### src/rtl/regfile_mrd_pkg.sv
// Shared definitions for the ID-stage register file: default geometry,
// address-width helper and the slice types the ID stage uses.
package regfile_pkg;

    localparam int unsigned DEF_WIDTH    = 64;
    localparam int unsigned DEF_DEPTH    = 32;
    localparam int          DEF_ZERO_REG = 31;

    // Number of index bits needed to address depth entries.
    function automatic int unsigned clog2_f(input int unsigned depth);
        int unsigned r;
        int unsigned v;
        r = 0;
        v = depth - 1;
        while (v != 0) begin
            v = v >> 1;
            r = r + 1;
        end
        return r;
    endfunction

    localparam int unsigned DEF_AW = clog2_f(DEF_DEPTH);

    typedef logic [DEF_AW-1:0]    reg_addr_t;
    typedef logic [DEF_WIDTH-1:0] reg_data_t;

    // Write-back request as carried from WB to the write port.
    typedef struct packed {
        logic      en;
        reg_addr_t addr;
        reg_data_t data;
    } wb_req_t;

endpackage

### src/rtl/regfile_mrd_read_mux_n.sv
// DEPTH:1 selector of WIDTH-bit words, built as log2(DEPTH) levels of 2:1 muxes.
module read_mux_n
    import regfile_pkg::*;
#(
    parameter  int unsigned WIDTH = DEF_WIDTH,
    parameter  int unsigned DEPTH = DEF_DEPTH,
    localparam int unsigned AW    = clog2_f(DEPTH)
) (
    input  logic [WIDTH-1:0] i_data [DEPTH],
    input  logic [AW-1:0]    i_sel,
    output logic [WIDTH-1:0] o_data_c
);

    logic [WIDTH-1:0] w_lvl [DEPTH];

    // Each level halves the candidate set using one select bit, LSB first.
    always_comb begin
        w_lvl = i_data;
        for (int k = 0; k < int'(AW); k++) begin
            for (int j = 0; j < (int'(DEPTH) >> (k + 1)); j++) begin
                w_lvl[j] = i_sel[k] ? w_lvl[2*j+1] : w_lvl[2*j];
            end
        end
    end

    assign o_data_c = w_lvl[0];

endmodule

### src/rtl/regfile_mrd.sv
// Multi-read-port register file: one synchronous write port, NUM_RD read
// ports with optional hardwired-zero register, write bypass and output regs.
module regfile_mrd
    import regfile_pkg::*;
#(
    parameter  int unsigned WIDTH    = DEF_WIDTH,
    parameter  int unsigned DEPTH    = DEF_DEPTH,
    parameter  int unsigned NUM_RD   = 2,
    parameter  int          ZERO_REG = int'(DEPTH) - 1,
    parameter  int unsigned BYPASS   = 1,
    parameter  int unsigned READ_REG = 0,
    localparam int unsigned AW       = clog2_f(DEPTH)
) (
    input  logic                    clk,
    input  logic                    reset,
    input  logic                    wr_en,
    input  logic [AW-1:0]           wr_addr,
    input  logic [WIDTH-1:0]        wr_data,
    input  logic [NUM_RD*AW-1:0]    rd_addr,
    input  logic [NUM_RD-1:0]       rd_en,
    output logic [NUM_RD*WIDTH-1:0] rd_data
);

    localparam bit            HAS_ZERO  = (ZERO_REG >= 0);
    localparam logic [AW-1:0] ZERO_ADDR = AW'(ZERO_REG);
    localparam bit            USE_BYP   = (BYPASS != 0);

    logic [WIDTH-1:0] r_mem [DEPTH];
    logic             w_wr_ok;

    assign w_wr_ok = wr_en && !(HAS_ZERO && (wr_addr == ZERO_ADDR));

    // Storage array: cleared asynchronously, written from WB; zero register never stored.
    always_ff @(posedge clk or posedge reset) begin
        if (reset) begin
            for (int i = 0; i < int'(DEPTH); i++) begin
                r_mem[i] <= '0;
            end
        end else if (w_wr_ok) begin
            r_mem[wr_addr] <= wr_data;
        end
    end

    for (genvar p = 0; p < int'(NUM_RD); p++) begin : g_port
        logic [AW-1:0]    w_addr;
        logic [WIDTH-1:0] w_mux;
        logic [WIDTH-1:0] w_rv;

        assign w_addr = rd_addr[p*AW +: AW];

        read_mux_n #(
            .WIDTH (WIDTH),
            .DEPTH (DEPTH)
        ) u_mux (
            .i_data   (r_mem),
            .i_sel    (w_addr),
            .o_data_c (w_mux)
        );

        // Zero register wins over bypass; bypass is suppressed while in reset.
        always_comb begin
            w_rv = w_mux;
            if (HAS_ZERO && (w_addr == ZERO_ADDR)) begin
                w_rv = '0;
            end else if (USE_BYP && wr_en && !reset && (wr_addr == w_addr)) begin
                w_rv = wr_data;
            end
        end

        if (READ_REG != 0) begin : g_reg
            logic [WIDTH-1:0] r_q;

            // Output register loads the resolved read value when enabled.
            always_ff @(posedge clk or posedge reset) begin
                if (reset) begin
                    r_q <= '0;
                end else if (rd_en[p]) begin
                    r_q <= w_rv;
                end
            end

            assign rd_data[p*WIDTH +: WIDTH] = r_q;
        end else begin : g_comb
            logic w_unused_en;

            assign w_unused_en               = rd_en[p];
            assign rd_data[p*WIDTH +: WIDTH] = w_rv;
        end
    end

endmodule

### config.mk
export PLATFORM = sky130hd
export DESIGN_NAME = regfile_mrd
export DESIGN_NICKNAME = d
export VERILOG_FILES = /design/src/rtl/regfile_mrd_pkg.sv /design/src/rtl/regfile_mrd_read_mux_n.sv /design/src/rtl/regfile_mrd.sv
export SDC_FILE = /design/constraint.sdc
export NUM_CORES = 2
export LEC_CHECK = 0
export CAP_MARGIN = 10
export CELL_PAD_IN_SITES_DETAIL_PLACEMENT = 0
export CELL_PAD_IN_SITES_GLOBAL_PLACEMENT = 1
export CORE_MARGIN = 1.5
export CORE_UTILIZATION = 38
export CTS_CLUSTER_SIZE = 25
export DETAILED_ROUTE_END_ITERATION = 10
export PLACE_DENSITY_LB_ADDON = 0.05
export SLEW_MARGIN = 20
export SYNTH_ARGS = -nofsm -noshare
export SYNTH_HDL_FRONTEND = slang
export SYNTH_SLANG_ARGS = --single-unit
### constraint.sdc
create_clock -name clk -period 117.6 [get_ports clk]
set_clock_uncertainty 0.2 [all_clocks]
set_input_delay 23.52 -clock clk [delete_from_list [all_inputs] [get_ports clk]]
set_output_delay 23.52 -clock clk [all_outputs]
set_load 0.01 [all_outputs]
Word level (Yosys, flattened, before mapping)
Index checks and enable logic that the tools add are counted.

storage, ports and cells
  bits of input ports = 84
  output and inout bits = 128
  register bits = 2048
  word-level logic and storage cells = 116
  latch bits = 0
  memories kept = 0
  bits in read-only memories = 0
  memory bits (writable) = 0

cells by class
  bitwise logic cells = 1
  div/mod/pow operators = 0
  reduce and logical (&&, ||, !) cells = 7
  equal/unequal tests = 5
  $add $sub $neg = 0
  shift-type cells = 0
  $lt $le $gt $ge = 2
  mux-type cells = 69
  multiply operators = 0

operators by type and width
  operator            count
  $mux 64             67
  $bwmux 2048         1
  $demux 64 s5        1
  $eq 5x5->1 const B  3
  $eq 5x5->1          2
  $ge 6x6->1 const B  1
  $lt 6x1->1 const B  1
  $not 5->6           1
  $logic_and 1x1->1   5
  $logic_not 1->1     2

Logic depth before layout (Yosys ltp)
  depth after elaboration = 7
  mapped depth = 10
  gate-level depth less buffers = 5

Modules after synthesis
A second synthesis with hierarchy kept.

second synthesis, totals
  cell total of the unflattened synthesis = 7033
  area total of the unflattened synthesis = 110365.8 um^2

by module, submodules not included
  module       sequential area each (um^2)  area an instance (um^2)  cells an instance  instances
  regfile_mrd  51249.2                      78107.4                  5011               1
  read_mux_n   0.0                          16129.2                  1011               2

Worst setup path after synthesis
Ideal clock, no wire load.

  kind = input to output
  start = in rd_addr[2]
  end = out rd_data[53]
  arrival time = 25.242 ns
  setup slack = 68.638 ns
  path buffers = 4
  stages = 8
  data required time = 93.880 ns
  cell sequence = buf_2 -> buf_4 -> buf_2 -> buf_1 -> mux4_2 -> mux2i_1 -> nand2_1 -> a32o_1

between the ends
  word-level cells in the longest chain between the ends = 5
  elaborated cells between the ends (all ways) = 12
  those cells by class = 2 x eq/ne; 9 x mux; 1 x reduce/logical

ends and longest elaborated chain
  item                   line                          text
  start, declared        regfile_mrd.sv:19             input logic [NUM_RD*AW-1:0] rd_addr,
  $mux 64 (3 in series)  regfile_mrd_read_mux_n.sv:21  w_lvl[j] = i_sel[k] ? w_lvl[2*j+1] : w_lvl[2*j];
  $mux 64                regfile_mrd.sv:65             end else if (USE_BYP && wr_en && !reset && (wr_addr == w_addr)) begin
  $mux 64 *              regfile_mrd.sv:63             if (HAS_ZERO && (w_addr == ZERO_ADDR)) begin
  end, declared          regfile_mrd.sv:21             output logic [NUM_RD*WIDTH-1:0] rd_data

Mark *: on every way between the ends. The rest lies on a longest branch, timed or not.

Worst setup path in the final report
  start = in rd_addr[5]
  end = out rd_data[80]

between the ends
  word-level cells in the longest chain between the ends = 7
  elaborated cells between the ends (all ways) = 36
  those cells by class = 2 x eq/ne; 33 x mux; 1 x reduce/logical

ends and longest elaborated chain
  item                   line
  $mux 64 (5 in series)  regfile_mrd_read_mux_n.sv:21
  $mux 64                regfile_mrd.sv:65
  $mux 64 *              regfile_mrd.sv:63

Marks and branches as above.

==> impl_metrics.env <==
export IMPL_path_max_fanout=44
export IMPL_crit_chain="buf_8 > buf_4 > buf_4 > buf_4 > buf_4 > buf_4 > mux4_2 > a211oi_1 > nand2_1 > a32o_1 > clkdlybuf4s50_1"
export IMPL_cts_tree="yes"
export IMPL_clock_sinks=2048
export IMPL_max_clock_path_buffers=4
export IMPL_hold_viol_final=0
export IMPL_post_drt_wl_per_cell_um=36.0
export IMPL_core_um2=285000
export IMPL_max_cap_viol_count=0
export IMPL_status="finished, final reports clean"
export IMPL_max_slew_margin=0.197
export IMPL_avgViaCountPerCell=6.21
export IMPL_post_route_period_util=0.455
export IMPL_ys_seq_area_frac=0.471
export IMPL_synth_cell_type_count=49
export IMPL_largest_register="r_mem"
export IMPL_ys_top_cells_by_area="dfrtp_1 47%, mux2_2 20%, mux4_2 16%, mux2i_1 5.4%, buf_2 1.5%"
export IMPL_syn_instance_count=7525
export IMPL_cts_setup_buffers=0
export IMPL_synth_top_area_share=0.471
export IMPL_ctsResizeCount=0
export IMPL_fmax_mhz=18.7
export IMPL_top_regs="r_mem x2048"
export IMPL_arrival_ns=29.75
export IMPL_synthFlopType="dfrtp_1"
export IMPL_powerDensity_nw_per_um2=17.4
export IMPL_ctsHtreeMaxLevel=4
export IMPL_critPathRequiredTime_ns=93.88
export IMPL_worstPathBufferInverterCount=7
export IMPL_grt_overflow=0
export IMPL_chipWidth_um=538
export IMPL_rsz0062_at_grt="false"
export IMPL_antenna_found_initial=30
export IMPL_rows=196
export IMPL_crit_top_cell="buf_4"
export IMPL_vias=70100
export IMPL_drc=0
export IMPL_synthesis_nets=7609
export IMPL_firstDrtPassIters=5
export IMPL_finalSetupViolCount=0
export IMPL_drive_gt1_frac=0.452
export IMPL_die_h_um=538
export IMPL_worst_pin_slew_ns=1.20
export IMPL_nNetsFinal=7397
export IMPL_drtAntennaViolNets=0
export IMPL_place_ws_ns=63.94
export IMPL_grt_pass1_wl_um=579000
export IMPL_p_leak_nw=52.3
export IMPL_synth_seq_cells=2048
export IMPL_synth_edf_count=0
export IMPL_slew_viol_final=0
export IMPL_vdd_drop_max_v=0.0000145
export IMPL_final_core_util=0.427
export IMPL_critPathCaptureType="output pin"
export IMPL_cts_root_buf="clkbuf_16"
export IMPL_crit_family="buffers and inverters"
export IMPL_clk_pin_slew_ns=0.06
export IMPL_dp_hpwl_um=214000
export IMPL_synth_warnings=0
export IMPL_io_buffers=209
export IMPL_async_reset_ff_frac=1.00
export IMPL_min_period_ns=53.47
export IMPL_n_fill_cell=25900
export IMPL_setup_tns_ns=0
export IMPL_yosysTopAreaCell="dfrtp_1"
export IMPL_worst_slack_ns=64.13
export IMPL_syn_to_final_growth_pct=11.7
export IMPL_drt_total_wl_um=406000
export IMPL_grt_use_total=0.278
export IMPL_drt_iter0_markers=5318
export IMPL_hold_buffers=0
export IMPL_gp_congestion=0.764
export IMPL_cp_slowest_cell="buf_4"
export IMPL_dieArea_um2=290000
export IMPL_whs_ns=0.199
export IMPL_numCtsBuffers=242
export IMPL_clock_latency_ns=0.91
export IMPL_largest_register_ff_count=2048
export IMPL_initial_core_util=0.382
export IMPL_synthesis_area_um2=109000
export IMPL_hp_class="flip-flop to flip-flop"
export IMPL_syn_area_per_cell_um2=14.5
export IMPL_first_global_vias=73300
export IMPL_start_kind="input port"
export IMPL_critical_path_class="input port to output pin"
export IMPL_grt_max_degree=161
export IMPL_io_pin_count=212
export IMPL_cpPeakStageDelay_ns=0.85
[final timing paths]
kind | from | to | slack [ns] | depth (start not counted)
max in group asynchronous | reset | r_mem[195]$_DFFE_PP0P_ | 89.48 | 7
setup / recovery | rd_addr[5] | rd_data[80] | 64.13 | 11
setup reg to reg | r_mem[715]$_DFFE_PP0P_ | r_mem[715]$_DFFE_PP0P_ | 116.59 | 1
min in group asynchronous | reset | r_mem[1432]$_DFFE_PP0P_ | 23.26 | 2
hold / removal | r_mem[32]$_DFFE_PP0P_ | r_mem[32]$_DFFE_PP0P_ | 0.20 | 0
hold reg to reg | r_mem[32]$_DFFE_PP0P_ | r_mem[32]$_DFFE_PP0P_ | 0.20 | 0
[metrics by stage]
stage                     cell area (µm²)  instances  power [mW]
after floorplan                    109000       7525        1.24
after global placement             114000      10800        1.35
after detailed placement           114000      10800        1.36
after CTS                          122000      11300        2.14
after global routing               122000      11300        2.21
final                              122000      11300        2.12
[power breakdown]
part	internal [mW]	switching, mW	leakage (nW)
sequential	0.839	0.0942	26.3
clock	0.452	0.317	3.97
combinational	0.242	0.174	22.1
total	1.53	0.585	52.3
[per-layer routing]
metal | GRT usage | wire length [µm] | up-vias
met1 | 0.389 | 182000 | 38900
li1 | - | - | 28700
met5 | 0 | 27 | -
met2 | 0.455 | 194000 | 1898
met3 | 0.0346 | 18500 | 560
met4 | 0.0774 | 11500 | 4
[cells in the mapped netlist (30+ instances only)]
library cell,number
a22o_1,30
dfrtp_1,2048
o22ai_1,127
mux2_1,47
a22oi_1,194
mux2i_1,592
mux2_2,1937
nand2_1,203
a32o_1,116
nor2_1,91
a211oi_1,74
o21ai_0,45
a21oi_1,98
buf_2,337
buf_1,37
o221ai_1,79
clkbuf_1,446
nand3_1,32
mux4_2,766
[cell usage in the layout (no fill, tap or decap), types with 8 or more instances in the layout]
master	count
a211oi_1	74
a21boi_0	18
a21boi_1	8
a21oi_1	98
a221oi_1	10
a22o_1	30
a22oi_1	194
a32o_1	116
buf_12	8
buf_2	39
buf_4	199
bufinv_16	15
clkbuf_1	67
clkbuf_16	246
clkbuf_8	61
clkdlybuf4s50_1	161
clkinv_2	43
dfrtp_1	2048
diode_2	14
mux2_1	47
mux2_2	1937
mux2i_1	592
mux4_2	766
nand2_1	200
nand2_8	13
nand3_1	30
nor2_1	81
nor2_4	18
nor3_1	27
nor4_1	18
nor4_2	8
o21ai_0	45
o21ai_1	16
o221ai_1	79
o22ai_1	127
xnor2_1	8
[final cells by class]
cell class,instances,area (µm²),area share
multi-input combinational,4603,54100,0.444
clock buffer,373,7230,0.0595
antenna,14,35.0,0.000288
timing repair buffer,417,3600,0.0296
tap,3762,4710,0.0387
sequential,2048,51200,0.421
inverter,1,11.3,0.0000926
clock inverter,65,761,0.00625
[cell families after synthesis]
group,count (synthesis),share of synthesized area
compound gates,819,0.0555
flops,2048,0.471
mux,3342,0.418
xor+xnor,10,0.000805
simple gates,432,0.0181
buf+inv,874,0.0367
No activity file was read; power rests on OpenSTA's default activity.
